<file path="src/rtl/clint_irq_ctrl.sv">
// Machine-level interrupt source: 64-bit mtime/mtimecmp timer and one latched external line,
// exposed as a small register window on the data bus, driving the exception unit's interrupt input.
module clint_irq_ctrl #(
    parameter logic [31:0] BASE_ADDR = 32'hFFFF_0000,
    parameter int unsigned PRESCALE  = 1
) (
    input  logic        clk,
    input  logic        rst,
    input  logic [31:0] bus_addr,
    input  logic [31:0] bus_wdata,
    input  logic        bus_we,
    input  logic        bus_re,
    output logic        bus_hit,
    output logic [31:0] bus_rdata,
    input  logic        ext_irq_in,
    input  logic        irq_ack,
    input  logic        mret,
    output logic        interrupt,
    output logic [31:0] irq_cause
);
    localparam logic [5:0]  OFF_MTIME_LO = 6'h00;
    localparam logic [5:0]  OFF_MTIME_HI = 6'h04;
    localparam logic [5:0]  OFF_CMP_LO   = 6'h08;
    localparam logic [5:0]  OFF_CMP_HI   = 6'h0C;
    localparam logic [5:0]  OFF_IRQ_EN   = 6'h10;
    localparam logic [5:0]  OFF_IRQ_PEND = 6'h14;
    localparam logic [5:0]  OFF_STATUS   = 6'h18;
    localparam logic [15:0] PS_LAST      = 16'(PRESCALE - 1);
    localparam logic [31:0] CAUSE_EXT    = 32'h8000_000B;
    localparam logic [31:0] CAUSE_TIMER  = 32'h8000_0007;

    logic [15:0] presc_q, presc_d;
    logic [63:0] mtime_q, mtime_d;
    logic [63:0] mtimecmp_q, mtimecmp_d;
    logic [31:0] hi_snap_q, hi_snap_d;
    logic [1:0]  en_q, en_d;
    logic        ext_pend_q, ext_pend_d;
    logic        sync1_q, sync2_q, sync3_q;
    logic        in_service_q, in_service_d;
    logic        interrupt_q, interrupt_d;
    logic [31:0] cause_q, cause_d;

    logic [5:0]  off;
    logic        wr, rd, tick, timer_pend, ext_rise, ext_clr;
    logic        ext_act, tim_act, gate;

    assign bus_hit    = (bus_addr[31:6] == BASE_ADDR[31:6]) & (bus_we | bus_re);
    assign off        = bus_addr[5:0];
    assign wr         = bus_hit & bus_we;
    assign rd         = bus_hit & bus_re;
    assign tick       = (presc_q == PS_LAST);
    assign timer_pend = (mtime_q >= mtimecmp_q);
    // sync3_q holds the previous synchronised level, so a rise is seen on the third edge
    assign ext_rise   = sync2_q & ~sync3_q;
    assign ext_clr    = wr & (off == OFF_IRQ_PEND) & bus_wdata[1];
    assign ext_act    = ext_pend_q & en_q[1];
    assign tim_act    = timer_pend & en_q[0];
    assign gate       = ~in_service_q & ~irq_ack;

    assign interrupt  = interrupt_q;
    assign irq_cause  = cause_q;

    always_comb begin
        bus_rdata = '0;
        if (bus_hit) begin
            case (off)
                OFF_MTIME_LO: bus_rdata = mtime_q[31:0];
                OFF_MTIME_HI: bus_rdata = hi_snap_q;
                OFF_CMP_LO:   bus_rdata = mtimecmp_q[31:0];
                OFF_CMP_HI:   bus_rdata = mtimecmp_q[63:32];
                OFF_IRQ_EN:   bus_rdata = {30'd0, en_q};
                OFF_IRQ_PEND: bus_rdata = {30'd0, ext_pend_q, timer_pend};
                OFF_STATUS:   bus_rdata = {31'd0, in_service_q};
                default:      bus_rdata = '0;
            endcase
        end
    end

    always_comb begin
        presc_d    = tick ? '0 : presc_q + 16'd1;
        mtime_d    = mtime_q;
        mtimecmp_d = mtimecmp_q;
        en_d       = en_q;
        hi_snap_d  = hi_snap_q;
        // A software write to either mtime half takes precedence over that cycle's increment
        if (wr && off == OFF_MTIME_LO)      mtime_d[31:0]  = bus_wdata;
        else if (wr && off == OFF_MTIME_HI) mtime_d[63:32] = bus_wdata;
        else if (tick)                      mtime_d        = mtime_q + 64'd1;
        if (wr && off == OFF_CMP_LO) mtimecmp_d[31:0]  = bus_wdata;
        if (wr && off == OFF_CMP_HI) mtimecmp_d[63:32] = bus_wdata;
        if (wr && off == OFF_IRQ_EN) en_d = bus_wdata[1:0];
        if (rd && off == OFF_MTIME_LO) hi_snap_d = mtime_q[63:32];
        ext_pend_d   = ext_rise ? 1'b1 : (ext_clr ? 1'b0 : ext_pend_q);
        in_service_d = irq_ack ? 1'b1 : (mret ? 1'b0 : in_service_q);
        interrupt_d  = (ext_act | tim_act) & gate;
        if (!gate)        cause_d = '0;
        else if (ext_act) cause_d = CAUSE_EXT;
        else if (tim_act) cause_d = CAUSE_TIMER;
        else              cause_d = '0;
    end

    always_ff @(posedge clk or posedge rst) begin
        if (rst) begin
            presc_q      <= '0;
            mtime_q      <= '0;
            mtimecmp_q   <= '1;
            hi_snap_q    <= '0;
            en_q         <= '0;
            ext_pend_q   <= 1'b0;
            sync1_q      <= 1'b0;
            sync2_q      <= 1'b0;
            sync3_q      <= 1'b0;
            in_service_q <= 1'b0;
            interrupt_q  <= 1'b0;
            cause_q      <= '0;
        end else begin
            presc_q      <= presc_d;
            mtime_q      <= mtime_d;
            mtimecmp_q   <= mtimecmp_d;
            hi_snap_q    <= hi_snap_d;
            en_q         <= en_d;
            ext_pend_q   <= ext_pend_d;
            sync1_q      <= ext_irq_in;
            sync2_q      <= sync1_q;
            sync3_q      <= sync2_q;
            in_service_q <= in_service_d;
            interrupt_q  <= interrupt_d;
            cause_q      <= cause_d;
        end
    end
endmodule
</file>
<file path="config.mk">
export PLATFORM = sky130hd
export DESIGN_NAME = clint_irq_ctrl
export DESIGN_NICKNAME = d
export VERILOG_FILES = /design/src/rtl/clint_irq_ctrl.sv
export SDC_FILE = /design/constraint.sdc
export NUM_CORES = 1
export LEC_CHECK = 0
export ABC_AREA = 1
export BUFFER_PORTS_ARGS = -buffer_cell sky130_fd_sc_hd__buf_4
export CAP_MARGIN = 20
export CORE_AREA = 2 2 166 168
export CTS_CLUSTER_DIAMETER = 60
export DETAILED_ROUTE_END_ITERATION = 16
export DIE_AREA = 0 0 168 170
export PLACE_DENSITY = 0.67
export SETUP_SLACK_MARGIN = 0.02
export SLEW_MARGIN = 20
export SYNTH_ARGS = -nofsm -noshare
export SYNTH_HDL_FRONTEND = slang
export SYNTH_SLANG_ARGS = --single-unit
</file>
<file path="constraint.sdc">
create_clock -name clk -period 11.1 [get_ports clk]
set_clock_uncertainty 0.15 [all_clocks]
set_input_delay 0.555 -clock clk [delete_from_list [all_inputs] [get_ports clk]]
set_output_delay 0.555 -clock clk [all_outputs]
set_load 0.01 [all_outputs]
</file>
Word-level counts from Yosys, hierarchy flattened
Cells that the tools add are included.

Mux-type cells: 14. Order comparisons: 1. Bitwise gates (word level): 16. Reductions and logical operators: 14. Add/sub/neg operators: 2. Equality and inequality tests: 8.

Operators with widths (number): $mux W32 (7); $pmux W32 S7 (1); $add A64 B1 Y64 const B (1); $ge A64 B64 Y1 (1); $mux W64 (1); $eq A26 B26 Y1 const B (1); $eq A6 B5 Y1 const B (3); $add A16 B1 Y16 const B (1); $logic_not A16 Y1 (1); $mux W16 (1); $eq A6 B4 Y1 const B (2); $and A1 B1 Y1 (10); $reduce_bool A2 Y1 (4); $eq A6 B3 Y1 const B (1); $logic_and A1 B1 Y1 (6); $logic_not A6 Y1 (1); $mux W1 (4); $not A1 Y1 (4); $reduce_and A2 Y1 (2); $ne A2 B2 Y1 const B (1); $or A1 B1 Y1 (2).

Input port bits: 71. Flip-flop bits (word level): 216. Output and inout port bits: 66. Logic and storage cells: 69.

Depth between registers and ports, before layout
Gate-level depths: netlist of the first run.

Depth in word-level cells: 7. Mapped depth: 17. Mapped depth without buffers: 17.

Worst setup path after synthesis of the first run
No wires, ideal clock.

Path kind: in2out. Start: in bus_addr[1]. End: out bus_rdata[11]. Buffers on the path: 2. Arrival: 1.884 ns. Setup slack: 8.511 ns. Required time: 10.395 ns. Cell stages on the path: 7. Path through: nor2_2 -> nand3_1 -> nor2_2 -> buf_2 -> buf_1 -> nand2_1 -> a41oi_1.

Longest elaborated chain between the ends: 3. Elaborated cells between the ends (all ways): 9. Classes of those cells: eq/ne: 6; mux: 2; reduce/logical: 1.

RTL lines: start, declared (RTL line 9) `input logic [31:0] bus_addr,`; $eq A6 B5 Y1 (tied with other cells) (RTL line 66) `case (off)`; $pmux W32 S7 (*) (RTL line 66); $mux W32 (*) (RTL line 65) `if (bus_hit) begin`; end, declared (RTL line 14) `output logic [31:0] bus_rdata,`.

Every way passes the cells marked *; elsewhere a longest branch is shown, timed or not.

Worst setup path in the final report of the first run
Start: reg mtimecmp_q[31]. End: out bus_rdata[0].

Longest elaborated chain between the ends: 3.

RTL lines: start, declared (RTL line 34) `logic [63:0] mtimecmp_q, mtimecmp_d;`; start signal, assigned (RTL line 119) `mtimecmp_q <= mtimecmp_d;`; $ge A64 B64 Y1 (RTL line 52) `assign timer_pend = (mtime_q >= mtimecmp_q);`; $pmux W32 S7 (RTL line 66); $mux W32 (RTL line 65).

Every way passes these cells.

==> results.md, run 1 <==
* WL/cell at a little under 20 microns
* Die height at 170 microns
* Vias in the first global route at approximately 12000
* H-tree levels at 4
* P&R area growth vs syn at 12.0%
* Crit path to: bus_rdata[0]
* Total core area at 26700 sq um
* DRC Markers at 0
* Num Clock Sinks at 186
* Hold_buf cts at 0
* DR iter-0 viols at 1164
* DP HPWL at 34400 microns
* GRT Util Overall at between 30% and 40%
* Synth Instances at 1890
* GR Overflow Total at 0
* Clock transition at path regs at 0.07 ns
* Fillcell total at 2622
* TNS Setup at 0 ns
* Antenna viol nets, final at 0
* Top_reg_cell synth: dfrtp_1
* Hold Slack at 0.0645 ns
* Worst Tran Pin Value at about 1.1 ns
* Critical-path cell list: inv_1 -> ha_1 -> nand2_1 -> nor2_1 -> nand2_1 -> nor2_1 -> nand2_1 -> nand2_1 -> nor2_1 -> nand2_1 -> nand2_1 -> nand2_1 -> nand2_1 -> a21oi_1 -> buf_4
* Static Leakage at around 6.7 nW
* Crit path capture type: output port
* Most common cell after layout, fill and taps aside: nand2_1
* Yosys cell types at 45
* Root buf cell: clkbuf_16
* Crit-path most repeated cell: nand2_1
* Crit start category: flip-flop
* TritonCTS clock tree: yes
* Peak VDD IR at 0.122 mV
* Slew Viols, Final at 0
* Share of cells above drive strength 1 at 12.6%
* Clock share of power at 45.4%
* Worst setup margin at 7.25 ns
* Post-CTS sizing at 0
* Syn_area_per_cell at between 6 and 7 sq um
* Cell-internal power at 0.00100 W
* Die X at 168 microns
* Seq cells post-synth at 186
* Pwr Density at 93.1 nW/um^2
* Initial core utilization at between 40% and 50%
* Maximum fanout along the worst path at 3
* Tcrit/Tclk final at about a third
* CP Data Required Time at approximately 10 ns
* Critical path's largest stage delay at 0.55 ns
* Worst min path class: in -> reg
* RD Place Congestion at 1.02
* Die area at around 29000 sq um
* Flop pwr share at 50.2%
* Diodes inserted at 0
* DRT Pass-1 Iters at 5
* Switch share at between 20 and 30%
* Sequential fraction of the synthesis area at 36.5%
* Cells after DPL at 2292
* Routed WL at approximately 45000 microns
* Layout Nets at 2108
* Max Cap Viol at 0
* Initial antenna violation count at 0
* Vias at roughly 13000
* CTS Buffer Depth at 2
* Most frequent cells in the layout: 623 x nand2_1, 243 x inv_1, 157 x nor2_1, 151 x nand3_1, 133 x o21ai_0
* Post-CTS Setup Bufs at 0
* Min Clock Period, post-route at 3.85 ns
* FP Rows at 60
* R2R setup slack at 8.23 ns
* Gate power share at 4.4%
* Worst Setup SP: mtimecmp_q[31]$_DFFE_PP1P_
* Mapped Area at about 13000 sq um
* Net Switching at 0.000350 W
* Setup Crit Path Kind: reg -> out
* Finished Core Util at 54.5%
* Worst flop-to-flop path startpoint: mtime_q[2]$_DFFE_PP0P_
* Status: finished, final reports clean
* Slew margin rel. at 27.6%
* First-pass GRT wire length at about 70000 microns
* Clock latency on the worst-skew pair at 0.45 ns
* Via density at 5.50
* Crit path DAT at 3.14 ns
* Final setup fails at 0
* Share of flip-flops with an asynchronous set or reset at 100%
* Ports at 137
* CTS Buf Count at 17
* Worst Reg-to-Reg Cells at 12
* Peak Freq at 0.260 GHz
* Final Hold Vio Count at 0
* RSZ-0062 raised after global routing: false
* Post-synth EDFFs at 0
* Fin cells at 2324
* YS warnings at 0
* Critical register-to-register path endpoint: mtime_q[49]$_DFFE_PP0P_
* Largest net degree at the start of global routing at 114
* Slowest cell on crit path: dfstp_2
* Setup WS pre-CTS at 7.19 ns
* I/O Buffers at 109
==> logic make-up (layout without fill, tap and decap cells) <==
| group | count (synthesis) | in the layout | synth area share, % |
|---|---|---|---|
| compound gates | 212 | 212 | 9.35 |
| flops | 186 | 186 | 36.5 |
| simple gates | 1052 | 1052 | 34.3 |
| xor+xnor | 36 | 36 | 2.43 |
| mux | 1 | 1 | 0.0867 |
| fa+ha+maj | 67 | 67 | 6.46 |
| buf+inv | 335 | 402 | 10.9 |
| other cells | 1 | 27 | 0.0289 |
==> per-stage QoR <==
step,power [W],instance area (sq um)
after floorplan,0.000723,13100
after global placement,0.000751,14000
after detailed placement,0.000751,14000
after CTS,0.00136,14500
after global routing,0.00139,14500
final,0.00135,14500
==> worst max-delay path: cells and delay by family (launching register included) <==
family	cells	cell delay [ns]
simple gates	11	1.52
fa+ha+maj	1	0.28
flops	1	0.55
buf+inv	2	0.22
compound gates	1	0.14
==> synth_stat cells (30+ instances only) <==
| master | instances | area, sq um |
|---|---|---|
| a41oi_1 | 30 | 263 |
| clkbuf_1 | 30 | 113 |
| nand4_1 | 41 | 257 |
| nor2_1 | 158 | 593 |
| o21ai_0 | 133 | 666 |
| inv_1 | 244 | 916 |
| ha_1 | 67 | 838 |
| nand3_1 | 152 | 761 |
| nand2_1 | 623 | 2340 |
| dfstp_2 | 64 | 1680 |
| buf_4 | 33 | 248 |
| dfrtp_1 | 122 | 3050 |
| nor3_1 | 46 | 230 |
| a21oi_1 | 32 | 160 |
==> routing by layer <==
layer  up-vias  part of all wire (%)  GRT usage [%]  routed length, microns
li1       6176                     -              -                       -
met1      6019                    44           43.1                   20000
met2       485                    45           51.1                   20200
met3        95                   6.8           6.07                    3060
met4         0                   3.8           13.8                    1730
met5         -                     0              0                       0
==> final cells by class <==
cell class / instances / area [sq um] / share of cell area (%)
inverter: 249 / 947 / 6.52
tap: 341 / 427 / 2.94
sequential: 186 / 4730 / 32.6
multi-input combinational: 1395 / 6940 / 47.8
clock buffer: 19 / 443 / 3.05
timing repair buffer: 121 / 921 / 6.34
clock inverter: 13 / 120 / 0.826
==> registers in the layout (all words and copies together), names as in the netlist <==
register      flops
in_service_q      1
sync1_q           1
ext_pend_q        1
presc_q          16
sync3_q           1
hi_snap_q        32
sync2_q           1
irq_cause         3
mtime_q          64
en_q              2
mtimecmp_q       64
==> worst min path at each step <==
| stage | startpoint | to | slack [ns] | cells after the start |
|---|---|---|---|---|
| final | ext_irq_in | sync1_q$_DFF_PP0_ | 0.06 | 1 |
| after global routing | ext_irq_in | sync1_q$_DFF_PP0_ | 0.07 | 1 |
| after detailed placement | sync1_q$_DFF_PP0_ | sync2_q$_DFF_PP0_ | 0.19 | 0 |
| after floorplan | sync1_q$_DFF_PP0_ | sync2_q$_DFF_PP0_ | 0.18 | 0 |
| after global placement | sync1_q$_DFF_PP0_ | sync2_q$_DFF_PP0_ | 0.19 | 0 |
| after CTS | ext_irq_in | sync1_q$_DFF_PP0_ | 0.06 | 1 |
==> power by group through the flow <==
stage	Clock [W]	Combinational [W]	Sequential (W)
after floorplan	0	0.0000314	0.000692
after CTS	0.000620	0.0000598	0.000679
after global routing	0.000646	0.0000663	0.000679
after detailed placement	0	0.0000596	0.000692
final	0.000614	0.0000595	0.000679
after global placement	0	0.0000592	0.000692
Power figures use the tool's default switching activity.
==> run 2: changes to the inputs <==
--- a/config.mk
+++ b/config.mk
@@ -5,14 +5,14 @@
 export SDC_FILE = /design/constraint.sdc
 export NUM_CORES = 1
 export LEC_CHECK = 0
-export ABC_AREA = 1
+export ABC_AREA = 0
 export BUFFER_PORTS_ARGS = -buffer_cell sky130_fd_sc_hd__buf_4
 export CAP_MARGIN = 20
-export CORE_AREA = 2 2 166 168
+export CORE_AREA = 2 2 154 156
 export CTS_CLUSTER_DIAMETER = 60
 export DETAILED_ROUTE_END_ITERATION = 16
-export DIE_AREA = 0 0 168 170
-export PLACE_DENSITY = 0.67
+export DIE_AREA = 0 0 156 158
+export PLACE_DENSITY = 0.7
 export SETUP_SLACK_MARGIN = 0.02
 export SLEW_MARGIN = 20
 export SYNTH_ARGS = -nofsm -noshare
==> constraint.sdc (replaced) <==
create_clock -name clk -period 3.3 [get_ports clk]
set_clock_uncertainty 0.15 [all_clocks]
set_input_delay 0.165 -clock clk [delete_from_list [all_inputs] [get_ports clk]]
set_output_delay 0.165 -clock clk [all_outputs]
set_load 0.01 [all_outputs]
==> run 2 against run 1 <==
  * The run now ends with negative setup slack left
  * Global-route usage decreased by 5.1 points
  * Total power increased to 3.4 times the previous value
  * Combinational power increased to 3.8 times the previous value
  * Largest cell class unchanged
  * Largest power group unchanged
  * Highest routed layer unchanged
==> results.md, run 2 <==
* Flop pwr share at 50.1%
* Gate power share at 4.9%
* Sequential fraction of the synthesis area at about 43%
* Mapped Area at ~11000 sq um
* First-pass GRT wire length at 52300 microns
* Clock transition at path regs at 0.08 ns
* Most common cell in the netlist: nand2_1
* Peak VDD IR at 0.261 mV
* P&R area growth vs syn at 21.2%
* Net Switching at 0.00111 W
* Pwr Density at 339 nW/um^2
* Switch share at 24.4%
* Min Clock Period, post-route at 3.33 ns
* Root buf cell: clkbuf_16
* Synth Instances at 1244
* RSZ-0062 raised after global routing: true
* Routed length on met2 at 15300 microns
* DRC Markers at 0
* Synth cell count leaders: 156 x nand2_1, 139 x o21ai_0, 122 x dfrtp_1
* Cell-internal power at 0.00345 W
* Routed WL at approximately 33000 microns
* Vias at 10000
* Clock latency on the worst-skew pair at 0.44 ns
* Die area at 24600 sq um
* Crit path capture type: output port
* Share of cells above drive strength 1 at 23.1%
* Top Metal Used: met4
* GRT Util Overall at 27.0%
* Clock share of power at 45.0%
* Maximum fanout along the worst path at 3
* Top_reg_cell synth: dfrtp_1
* Layout Nets at 1530
* GR Overflow Total at 0
* Critical register-to-register path endpoint: mtime_q[55]$_DFFE_PP0P_
* DRT Pass-1 Iters at 5
* Fillcell total at 2047
* DP HPWL at 23400 microns
* Slew margin rel. at 44.6%
* Die height at 158 microns
* CP Data Required Time at 2.98 ns
* Total core area at 23100 sq um
* Hold_sp: bus_we
* I/O Buffers at 109
* Share of flip-flops with an asynchronous set or reset at between 90% and 100%
* Yosys cell types at 60
* Setup WS pre-CTS at 0.0927 ns
* Static Leakage at 6.03 nW
* Post-synth EDFFs at 0
* Violated checks: negative setup slack
* Initial antenna violation count at 0
* Slew Viols, Final at 0
* Yosys top cell area share at 27.5%
* Crit start category: flip-flop
* DR iter-0 viols at 887
* Area contributors post-synth: dfrtp_1 27%, dfstp_2 15%, ha_1 7.6%
* RD Place Congestion at 0.904
* Via density at ~5.9
* Seq cells post-synth at 186
* Vias in the first global route at about 9900
* Syn_area_per_cell at 8.93 sq um
* Diodes inserted at 0
* WL/cell at 19.2 microns
* Area leader, netlist: dfrtp_1
* Largest net degree at the start of global routing at 90
* Final Hold Vio Count at 0
* Status: complete, but fails checks
* Worst flop-to-flop path startpoint: mtime_q[17]$_DFFE_PP0P_
* Hold Slack at 0.116 ns
* Final setup fails at 1
* Worst Reg-to-Reg Cells at 7
* CTS Buf Count at 17
* YS warnings at 0
* Initial core utilization at 48.2%
* Setup Crit Path Kind: reg -> out
* Die X at 156 microns
* Max Cap Viol at 0
* Peak Freq at 0.300 GHz
* Worst Hold Depth at 4
* Met1 WL at 14500 microns
* Antenna viol nets, final at 0
* Top Registers: mtime_q: 64 flops, mtimecmp_q: 64 flops, hi_snap_q: 32 flops
* Ports at 137
* TritonCTS clock tree: yes
* H-tree levels at 4
* Worst Tran Pin Value at a little over 0.8 ns
* R2R setup slack at around 0.34 ns
* Worst setup margin at -0.0292 ns
* Most frequent cells in the layout: 158 x buf_4, 155 x nand2_1, 138 x o21ai_0, 122 x dfrtp_1, 108 x a21oi_1
* Most common cell after layout, fill and taps aside: buf_4
* Hold EP: mtime_q[22]$_DFFE_PP0P_
* CTS Buffer Depth at 2
* Tcrit/Tclk final at 101%
* Num Clock Sinks at 186
* Worst min path class: in -> reg
* Crit path DAT at roughly 3 ns
* DR WL met3 at 1970 microns
* FP Rows at 56
run 2: cell families after synthesis:
| kind of cell | after synthesis | share of synthesized area [%] |
|---|---|---|
| compound gates | 372 | 19.7 |
| xor+xnor | 44 | 3.47 |
| fa+ha+maj | 67 | 7.55 |
| buf+inv | 175 | 7.01 |
| flops | 186 | 42.6 |
| mux | 34 | 3.44 |
| other cells | 1 | 0.0338 |
| simple gates | 365 | 16.2 |
run 2: final cells by class:
cell class | count | area [sq um] | share of cell area [%]
Sequential cell | 186 | 4730 | 35.2
Clock buffer | 17 | 425 | 3.16
Inverter | 82 | 312 | 2.31
Multi-Input combinational cell | 909 | 5890 | 43.7
Tap cell | 290 | 363 | 2.70
Timing Repair Buffer | 196 | 1590 | 11.8
Clock inverter | 15 | 154 | 1.14
run 2: routing by layer:
metal / vias to the layer above / GRT usage (%)
met5: - / 0
met4: 0 / 8.91
met3: 69 / 4.22
met2: 389 / 44.3
met1: 4885 / 36.9
li1: 4702 / -
run 2: critical path: stages, from the launching register on:
cell and delay (ns):
dfstp_2 0.55, inv_2 0.05, ha_4 0.27, nand4_1 0.21, nor4_2 0.41, buf_4 0.21, nand2_2 0.06, o2bb2ai_2 0.11
a41o_1 0.20, nor4_4 0.05, nor3_2 0.27, buf_4 0.18
run 2: power by group through the flow:
stage           logic, W  clock network [W]  registers [W]
6_report        0.000225            0.00205        0.00229
5_1_grt         0.000245            0.00218        0.00229
4_1_cts         0.000226            0.00209        0.00229
3_5_place_dp    0.000191                  0        0.00233
3_3_place_gp    0.000190                  0        0.00233
2_1_floorplan  0.0000901                  0        0.00233
run 2: worst max-delay path by stage:
stage / startpoint / slack [ns] / to / cells past startpoint
5_1_grt: mtimecmp_q[46]$_DFFE_PP1P_ / -0.04 / bus_rdata[0] / 11
3_3_place_gp: mtimecmp_q[0]$_DFFE_PP1P_ / 0.12 / bus_rdata[0] / 9
4_1_cts: mtimecmp_q[43]$_DFFE_PP1P_ / 0.04 / bus_rdata[0] / 11
3_5_place_dp: mtime_q[0]$_DFFE_PP0P_ / 0.09 / bus_rdata[0] / 10
2_1_floorplan: mtime_q[2]$_DFFE_PP0P_ / 0.57 / mtime_q[54]$_DFFE_PP0P_ / 9
6_report: mtimecmp_q[46]$_DFFE_PP1P_ / -0.03 / bus_rdata[0] / 11
run 2: timing repair:
action | CTS | global route
pin swaps | 7 | 13
endpoints found under the hold margin | 147 | 0
setup endpoints to repair | 1 | 1
hold buffers | 36 | 0
buffers inserted | 1 | 5
resized for setup | 6 | 21
run 2: through the flow:
stage / cells / utilization [%] / total power (W) / TNS (ns) / area [sq um]
finish: 1695 / 58.4 / 0.00457 / -0.0292 / 13500
global route: 1695 / 58.4 / 0.00471 / -0.0402 / 13500
CTS: 1690 / 57.7 / 0.00460 / 0 / 13300
detailed placement: 1621 / 53.5 / 0.00252 / 0 / 12300
global placement: 1621 / 53.5 / 0.00252 / 0 / 12300
floorplan: 1270 / - / 0.00242 / 0 / 11200
==> run 3: changes to the inputs <==
--- a/config.mk
+++ b/config.mk
@@ -8,11 +8,13 @@
 export ABC_AREA = 0
 export BUFFER_PORTS_ARGS = -buffer_cell sky130_fd_sc_hd__buf_4
 export CAP_MARGIN = 20
-export CORE_AREA = 2 2 154 156
+export CELL_PAD_IN_SITES_DETAIL_PLACEMENT = 0
+export CELL_PAD_IN_SITES_GLOBAL_PLACEMENT = 1
+export CORE_AREA = 2 2 168 170
 export CTS_CLUSTER_DIAMETER = 60
 export DETAILED_ROUTE_END_ITERATION = 16
-export DIE_AREA = 0 0 156 158
-export PLACE_DENSITY = 0.7
+export DIE_AREA = 0 0 170 172
+export PLACE_DENSITY = 0.76
 export SETUP_SLACK_MARGIN = 0.02
 export SLEW_MARGIN = 20
 export SYNTH_ARGS = -nofsm -noshare
==> run 3 against run 2 <==
  * The run now ends clean
  * Routed wire length up 1.6%
  * Final area about the same
  * Sequential share of layout area hardly changed
  * Critical endpoint unchanged
==> results.md, run 3 (synthesis results as in run 2) <==
* Die height at 172 microns
* Worst setup margin at approximately 0.081 ns
* Crit start category: flip-flop
* Top Registers: mtime_q: 64 flops, mtimecmp_q: 64 flops, hi_snap_q: 32 flops
* Status: finished, final reports clean
* Vias at 9729
* Total core area at ~27000 sq um
* Antenna viol nets, final at 0
* Clock latency on the worst-skew pair at about 0.44 ns
* I/O Buffers at roughly 110
* Num Clock Sinks at 186
* CTS Buffer Depth at 2
* Crit-path leading delay family: compound AO/OA/AOI/OAI gates
* Slew Viols, Final at 0
* Worst Hold Depth at 4
* Pwr Density at 339 nW/um^2
* Diodes inserted at 0
* Slew margin rel. at 32.9%
* Slowest cell on crit path: dfstp_2
* Die area at ~30000 sq um
* Setup Crit Path Kind: reg -> out
* Hold_sp: bus_we
* Fillcell total at roughly 2600
* Most frequent cells in the layout: 156 x nand2_1, 156 x buf_4, 137 x o21ai_0, 122 x dfrtp_1, 107 x a21oi_1
* Design Area, Final at 13500 sq um
* TritonCTS clock tree: yes
* Min Clock Period, post-route at 3.22 ns
* Peak Freq at 0.311 GHz
* RD Place Congestion at 0.853
* CTS Buf Count at 17
* Hold EP: mtime_q[22]$_DFFE_PP0P_
* DR iter-0 viols at 646
* Max Cap Viol at 0
* Static Leakage at 6.01 nW
* Tcrit/Tclk final at between 90% and 100%
* Vias in the first global route at 9324
* Critical-path cell list: ha_1 -> nand2b_1 -> a2111oi_4 -> o21a_1 -> o211ai_1 -> a41o_1 -> nor4_2 -> nor3_2 -> buf_4
* Peak VDD IR at 0.254 mV
* GR Overflow Total at 0
* Ports at 137
* Share of cells above drive strength 1 at 22.3%
* Worst Tran Pin Value at around 1 ns
* WL/cell at 19.0 microns
* Final setup fails at 0
* Initial core utilization at about two fifths
* FP Rows at 61
* DP HPWL at 24100 microns
* Largest net degree at the start of global routing at 187
* First-pass GRT wire length at 52600 microns
* Crit path DAT at 2.90 ns
* Hold Slack at 0.0822 ns
* Setup WS pre-CTS at 0.0445 ns
* Final Hold Vio Count at 0
* Placement Cell Area at about 12000 sq um
* Root buf cell: clkbuf_16
* Worst Reg-to-Reg Cells at 7
* Worst min path class: in -> reg
* Cells after DPL at roughly 1700
* Initial antenna violation count at 0
* Final Power at roughly 0.0046 W
* P&R area growth vs syn at 21.2%
* Worst flop-to-flop path startpoint: mtime_q[16]$_DFFE_PP0P_
* R2R setup slack at 0.29 ns
* Layout Nets at roughly 1500
* Via density at ~5.6
* Clock transition at path regs at 0.08 ns
* RSZ-0062 raised after global routing: true
* WP buf/inv at 1
* Critical path's largest stage delay at about 0.55 ns
* Die X at 170 microns
* Critical register-to-register path endpoint: mtime_q[55]$_DFFE_PP0P_
* Routed WL at 33100 microns
* GRT Util Overall at 23.0%
* DRT Pass-1 Iters at 5
* DRC Markers at 0
* CP Data Required Time at 2.98 ns
* Fin cells at 1748
* Maximum fanout along the worst path at 3
* Crit path capture type: output port
* H-tree levels at 4
-- run 3: repair_timing --
item	in CTS	in global routing
gates resized for setup	6	12
setup buffers	1	4
endpoints found under the setup margin	1	1
pin swaps	3	6
hold buffers	36	0
hold endpoints to repair	253	0
-- run 3: cell type report --
cell class / count / area, sq um / area share [%]
clock buffer: 17 / 425 / 3.16
clock inverter: 15 / 159 / 1.18
inverter: 82 / 312 / 2.32
multi-input combinational: 909 / 5840 / 43.4
sequential: 186 / 4730 / 35.2
tap: 346 / 433 / 3.22
timing repair buffer: 193 / 1550 / 11.5
-- run 3: metrics by stage --
stage / utilization, % / setup TNS [ns]
floorplan: - / 0
global placement: 45.0 / 0
detailed placement: 45.0 / 0
CTS: 48.6 / 0
global route: 49.0 / -0.0320
finish: 49.0 / 0
-- run 3: worst max path at each step --
stage	from	endpoint	slack, ns	cells past startpoint
floorplan	mtime_q[2]$_DFFE_PP0P_	mtime_q[54]$_DFFE_PP0P_	0.57	9
global placement	mtime_q[0]$_DFFE_PP0P_	bus_rdata[0]	0.03	10
detailed placement	mtime_q[0]$_DFFE_PP0P_	bus_rdata[0]	0.04	10
CTS	mtimecmp_q[0]$_DFFE_PP1P_	bus_rdata[0]	0.03	9
global route	mtimecmp_q[37]$_DFFE_PP1P_	bus_rdata[0]	-0.03	10
finish	mtimecmp_q[0]$_DFFE_PP1P_	bus_rdata[0]	0.08	9
-- run 3: worst min-delay path: cells and delay by family --
family                 cells  cell delay (ns)
buffers and inverters      2             0.32
AO/OA/AOI/OAI              1             0.08
AND/OR/NAND/NOR            1             0.07
-- run 3: where the power goes --
group          internal [W]  switching (W)
clock network       0.00101        0.00104
registers           0.00228     0.00000191
logic             0.0000964       0.000125
-- run 3: layer usage --
layer	up-vias	track usage [%]	share of wire, %
li1	4693	-	-
met1	4767	32.5	48
met2	241	38.4	46
met3	28	3.02	4.3
met4	0	4.12	1.3
met5	-	0	0
